--- config.mk ---
export PLATFORM = sky130hd
export DESIGN_NAME = dmem_arbiter
export DESIGN_NICKNAME = d
export VERILOG_FILES = /design/src/rtl/dmem_arbiter.sv
export SDC_FILE = /design/constraint.sdc
export NUM_CORES = 1
export LEC_CHECK = 0
export ABC_AREA = 1
export CELL_PAD_IN_SITES_DETAIL_PLACEMENT = 1
export CELL_PAD_IN_SITES_GLOBAL_PLACEMENT = 2
export CORE_MARGIN = 3
export CORE_UTILIZATION = 18
export DETAILED_ROUTE_END_ITERATION = 7
export PLACE_DENSITY = 0.81
export SLEW_MARGIN = 20
export SYNTH_ARGS = -nofsm -noshare
export SYNTH_HDL_FRONTEND = slang
export SYNTH_SLANG_ARGS = --single-unit
--- constraint.sdc ---
create_clock -name clk -period 2.7 [get_ports clk]
set_clock_uncertainty 0.2 [all_clocks]
set_input_delay 0.54 -clock clk [delete_from_list [all_inputs] [get_ports clk]]
set_output_delay 0.54 -clock clk [all_outputs]
set_load 0.05 [all_outputs]
--- src/rtl/dmem_arbiter.sv ---
// dmem_arbiter: shares one single-port data RAM between the pipeline MEM
// stage and a host/loader port. The pipeline normally owns the RAM; the host
// wins when the pipeline is idle or after STARVE_MAX consecutive denials.
//
// Handshake semantics (one place, applies to every port):
//   - Pipeline: p_req is a per-cycle request. If p_stall is high in that cycle
//     the access did not happen and the pipeline re-presents it next cycle.
//   - Host: h_req is held until h_gnt; the access happens in the cycle where
//     h_req && h_gnt are both high, and h_req may drop after that.
//   - Reads return exactly one cycle after acceptance on the requester's
//     *_rvalid/*_rdata pair; *_rdata holds its last value while *_rvalid is low.
module dmem_arbiter #(
  parameter int STARVE_MAX = 4
) (
  input  logic        clk,
  input  logic        rst,
  // pipeline MEM stage
  input  logic        p_req,
  input  logic        p_we,
  input  logic [31:0] p_addr,
  input  logic [1:0]  p_size,
  input  logic [31:0] p_wdata,
  output logic        p_stall,
  output logic        p_rvalid,
  output logic [31:0] p_rdata,
  output logic        p_misalign,
  // host / loader
  input  logic        h_req,
  input  logic        h_we,
  input  logic [31:0] h_addr,
  input  logic [3:0]  h_be,
  input  logic [31:0] h_wdata,
  output logic        h_gnt,
  output logic        h_rvalid,
  output logic [31:0] h_rdata,
  // RAM port
  output logic [12:0] m_addr,
  output logic [3:0]  m_wren,
  output logic        m_rden,
  output logic [31:0] m_wdata,
  input  logic [31:0] m_rdata
);

  localparam int CW = (STARVE_MAX < 1) ? 1 : $clog2(STARVE_MAX + 1);
  localparam logic [CW-1:0] STARVE_LIM = CW'(STARVE_MAX);

  logic [CW-1:0] starveCnt;
  logic          hostWins;
  logic          pipeOwn;

  // decoded pipeline access
  logic [3:0]    pLanes;
  logic [31:0]   pData;
  logic          pMis;

  // owner tags and response registers
  logic          pRdTag;
  logic          hRdTag;
  logic          misQ;
  logic          misLoadQ;
  logic [31:0]   pHold;
  logic [31:0]   hHold;

  // Address bits outside the 32 KiB window and the host byte offset are
  // intentionally ignored.
  logic unusedAddrBits;
  assign unusedAddrBits = ^{h_addr[31:15], h_addr[1:0], p_addr[31:15]};

  // Arbitration is purely combinational so reset never gates it.
  assign hostWins = h_req && (!p_req || (starveCnt == STARVE_LIM));
  assign h_gnt    = hostWins;
  assign p_stall  = p_req && hostWins;
  assign pipeOwn  = p_req && !hostWins;

  // Starvation counter: counts consecutive host denials, cleared on grant or idle host.
  always_ff @(posedge clk or posedge rst) begin
    if (rst) begin
      starveCnt <= '0;
    end else if (h_req && !hostWins) begin
      if (starveCnt != STARVE_LIM) starveCnt <= starveCnt + 1'b1;
    end else begin
      starveCnt <= '0;
    end
  end

  // Pipeline size/alignment decode: lane enables, replicated store data, misalign flag.
  always_comb begin
    pLanes = 4'b0000;
    pData  = p_wdata;
    pMis   = 1'b0;
    case (p_size)
      2'b00: begin
        pLanes = 4'b0001 << p_addr[1:0];
        pData  = {4{p_wdata[7:0]}};
      end
      2'b01: begin
        pLanes = p_addr[1] ? 4'b1100 : 4'b0011;
        pData  = {2{p_wdata[15:0]}};
        pMis   = p_addr[0];
      end
      2'b10: begin
        pLanes = 4'b1111;
        pMis   = |p_addr[1:0];
      end
      default: begin
        pLanes = 4'b0000;
        pMis   = 1'b1;
      end
    endcase
  end

  // RAM port mux: the granted source drives address, enables and write data.
  always_comb begin
    m_addr  = p_addr[14:2];
    m_wdata = pData;
    m_wren  = 4'b0000;
    m_rden  = 1'b0;
    if (hostWins) begin
      m_addr  = h_addr[14:2];
      m_wdata = h_wdata;
      if (h_we) m_wren = h_be;
      else      m_rden = 1'b1;
    end else if (pipeOwn && !pMis) begin
      if (p_we) m_wren = pLanes;
      else      m_rden = 1'b1;
    end
  end

  // Owner tags: remember who issued this cycle's read (or a rejected access) for the response cycle.
  always_ff @(posedge clk or posedge rst) begin
    if (rst) begin
      pRdTag   <= 1'b0;
      hRdTag   <= 1'b0;
      misQ     <= 1'b0;
      misLoadQ <= 1'b0;
    end else begin
      pRdTag   <= pipeOwn && !pMis && !p_we;
      hRdTag   <= hostWins && !h_we;
      misQ     <= pipeOwn && pMis;
      misLoadQ <= pipeOwn && pMis && !p_we;
    end
  end

  // Response routing: RAM data goes straight through in the valid cycle, otherwise the held value.
  always_comb begin
    p_rvalid   = pRdTag || misLoadQ;
    p_misalign = misQ;
    h_rvalid   = hRdTag;
    if (pRdTag)        p_rdata = m_rdata;
    else if (misLoadQ) p_rdata = 32'h0000_0000;
    else               p_rdata = pHold;
    h_rdata = hRdTag ? m_rdata : hHold;
  end

  // Hold registers keep the last delivered word on each read port.
  always_ff @(posedge clk or posedge rst) begin
    if (rst) begin
      pHold <= 32'h0000_0000;
      hHold <= 32'h0000_0000;
    end else begin
      if (p_rvalid) pHold <= p_rdata;
      if (h_rvalid) hHold <= h_rdata;
    end
  end

endmodule

==> impl_metrics.csv <==
group,metric,value,unit
power_and_ir_drop,p_leak,4.045,nW
run,drv_cap,0,
die,initial_core_util,18.39,%
cells_and_area,final_nets,999,
cts,clkSinkCount,71,
cells_and_area,multiInputGateArea,2346,sq um
sta,finalCritPeriodShare,96.55,%
sta,hold_viol_final,0,
cts,ctsHtreeMaxLevel,3,
sta,maxSlewHeadroom,63.72,%
synth,synthCells,549,
cts,cts_tree,"yes",
route,drtIter0Drc,118,
critical_path,crit_type,"reg -> out",
cts,clkLatencyLatePin,0.33,ns
die,die_area,26020,sq um
critical_path,cp-end-kind,"primary output",
synth,synthesis.nets,723,
die,pin_count,291,
global_routing,grt_pass1_vias,5173,
route,drt_wl_total,18.19,mm
global_routing,overflow,0,
route,remaining_drc_errors,0,
sta,slew_violations,0,
worst_hold_path,min_path_type,"reg -> reg",
cells_and_area,areaGrowthSynthToFinish,113.3,%
sta,tightest_slew,0.5425,ns
global_routing,grt_pass1_wl,27.88,mm
synth,synth-seq-area-share,40.92,%
cells_and_area,drive_above_1_share,34.46,%
placed_design,numPortBuffers,254,
cts,clock-root-buffer,"clkbuf_16",
power_and_ir_drop,clockPowerShare,22.3,%
cells_and_area,fin_cells,1151,
power_and_ir_drop,peakVddDrop,0.2469,mV
cells_and_area,final_util,39.23,%
die,rows,56,
global_routing,grt_use_total,13.40,%
sta,fmax,383.6,MHz
sta,setup_viol,0,
cts,numCtsBuffers,9,
cells_and_area,regArea,1778,sq um
synth,ys_ff_latch,71,
cts,path_clk_slew,0.06,ns
power_and_ir_drop,power.switching,0.002000,W
route,drtPass1Iterations,4,
global_routing,grt_max_degree,72,
die,fp.coreArea,23610,sq um
status,status,"complete, no violations",
critical_path,crit_arrival,1.87,ns
placed_design,dpl.cell_count,1125,
power_and_ir_drop,p_comb_share,53.0,%
critical_path,cp_data_required_time,1.96,ns
critical_path,path_max_fanout,7,
power_and_ir_drop,p_per_area,554.8,nW/um^2
synth,synth_warnings,0,
synth,ys_types,27,
critical_path,startpoint_type,"flip-flop",
sta,timing.hold.ws,0.3063,ns
route,vias_per_cell,4.256,
power_and_ir_drop,power,0.005138,W
cts,clock_path_buffers,2,
power_and_ir_drop,swShare,38.91,%
cells_and_area,final.fill_count,2681,
route,post_drt_wl_per_cell,15.81,um
placed_design,routabilityCongestion,0.7349,
synth,syn_area,4342,sq um
die,die_width,161.3,um
placed_design,dp_hpwl,14.24,mm
cts,hold_buffers,0,
global_routing,antenna_found_initial,1,
sta,finalWorstPathRequiredPeriod,2.607,ns
power_and_ir_drop,p_int,0.003139,W
die,die_h,161.3,um
route,dr_total_vias,4899,
synth,syn_area_per_cell,7.908,sq um
route,detail-route-antenna-nets,0,
power_and_ir_drop,power_frac_seq,24.7,%
-- worst paths after layout --
path                                     startpoint                    end  slack [ns]  cells past startpoint
setup / recovery           starveCnt[0]$_DFFE_PP0P_             m_wdata[8]        0.09                      9
hold / removal                hHold[10]$_DFFE_PP0P_  hHold[10]$_DFFE_PP0P_        0.31                      2
setup reg to reg           starveCnt[0]$_DFFE_PP0P_       pRdTag$_DFF_PP0_        1.09                      9
hold reg to reg               hHold[10]$_DFFE_PP0P_  hHold[10]$_DFFE_PP0P_        0.31                      2
max in group asynchronous                       rst     h_rvalid$_DFF_PP0_        1.52                      3
min in group asynchronous                       rst  hHold[18]$_DFFE_PP0P_        0.46                      3
-- registers in the layout, indices dropped and copies added (netlist names) --
register    cells
hHold          32
pHold          32
starveCnt       3
h_rvalid        1
misLoadQ        1
pRdTag          1
p_misalign      1
-- metal layers --
layer | global-route usage (%) | vias to the layer above | wire (um)
met3 | 5.437 | 14 | 1601
met4 | 3.754 | 0 | 280
met5 | 0 | - | 0
met2 | 23.62 | 177 | 9103
li1 | - | 2376 | -
met1 | 14.91 | 2332 | 7209
-- worst max-delay path, stage by stage (launching register included) --
cell       delay [ns]
dfrtp_1          0.38
inv_1            0.06
ha_2             0.16
nand2_2          0.07
nand2_4          0.09
nand2_8          0.10
clkbuf_16        0.18
buf_6            0.12
a31oi_4          0.20
buf_12           0.17
-- Yosys cell counts, drive strengths merged --
cell,number,share of area [%]
a31oi,22,3.2
a21oi,31,3.6
dfrtp,71,41
ha,2,0.58
nand3,20,2.3
or2,1,0.14
o22ai,30,4.9
nor2,44,4.1
nand2,138,12
nor3b,2,0.35
buf,30,4.6
mux2,34,8.8
o21ai,46,7.0
nor3,2,0.23
clkbuf,7,0.61
a21boi,6,1.0
inv,62,5.4
xnor2,1,0.20
-- placed cells by master (no fill, tap or decap), drive strengths merged, types with 3 or more instances in the layout --
cell,instances
nand2,138
a21oi,31
a21boi,6
dfrtp,71
o21ai,46
buf,165
mux2,34
clkinvlp,3
dlygate4sd2,3
nor2,44
o22ai,30
inv,63
nand3,20
a31oi,22
clkdlybuf4s50,132
clkbuf,11
-- final cells by class --
type / count / share of cell area, %
clock buffers: 10 / 2.580
flip-flops and latches: 71 / 19.19
clock inverters: 6 / 0.4863
multi-input cells: 379 / 25.33
repair buffers: 302 / 45.54
well taps: 319 / 4.309
diodes: 2 / 0.05403
inverters: 62 / 2.512
-- logic make-up (layout without fill, tap and decap cells) --
group | count (synthesis) | in the layout | synth area share, %
simple gates | 207 | 207 | 19.16
compound gates | 135 | 135 | 19.71
buf+inv | 99 | 380 | 10.61
flops | 71 | 71 | 40.92
mux | 34 | 34 | 8.819
fa+ha+maj | 2 | 2 | 0.5763
xor+xnor | 1 | 1 | 0.2018
other cells | 0 | 2 | 0
-- through the flow --
stage / cell area [sq um] / worst slack (ns) / setup TNS, ns
2_1_floorplan: 4417 / -0.01927 / -0.1734
3_5_place_dp: 8688 / -0.2260 / -2.407
3_3_place_gp: 8688 / -0.2449 / -2.115
5_1_grt: 9258 / -0.002792 / -0.003151
6_report: 9263 / 0.09314 / 0
4_1_cts: 9123 / -0.03041 / -0.05193
-- repair_timing --
item / in CTS / in global routing
buffers inserted: 1 / 4
pin swaps: 0 / 3
resized for setup: 23 / 17
endpoints found under the setup margin: 43 / 44
cloned: 1 / 2
-- power groups by stage --
stage | clock network [W] | logic, W | registers (W)
finish | 0.00115 | 0.00272 | 0.00127
CTS | 0.00119 | 0.00274 | 0.00127
floorplan | 0 | 0.00132 | 0.00128
global placement | 0 | 0.00267 | 0.00128
global route | 0.00124 | 0.00286 | 0.00128
detailed placement | 0 | 0.00270 | 0.00129
Note: power is estimated with default switching activity, not from simulation.
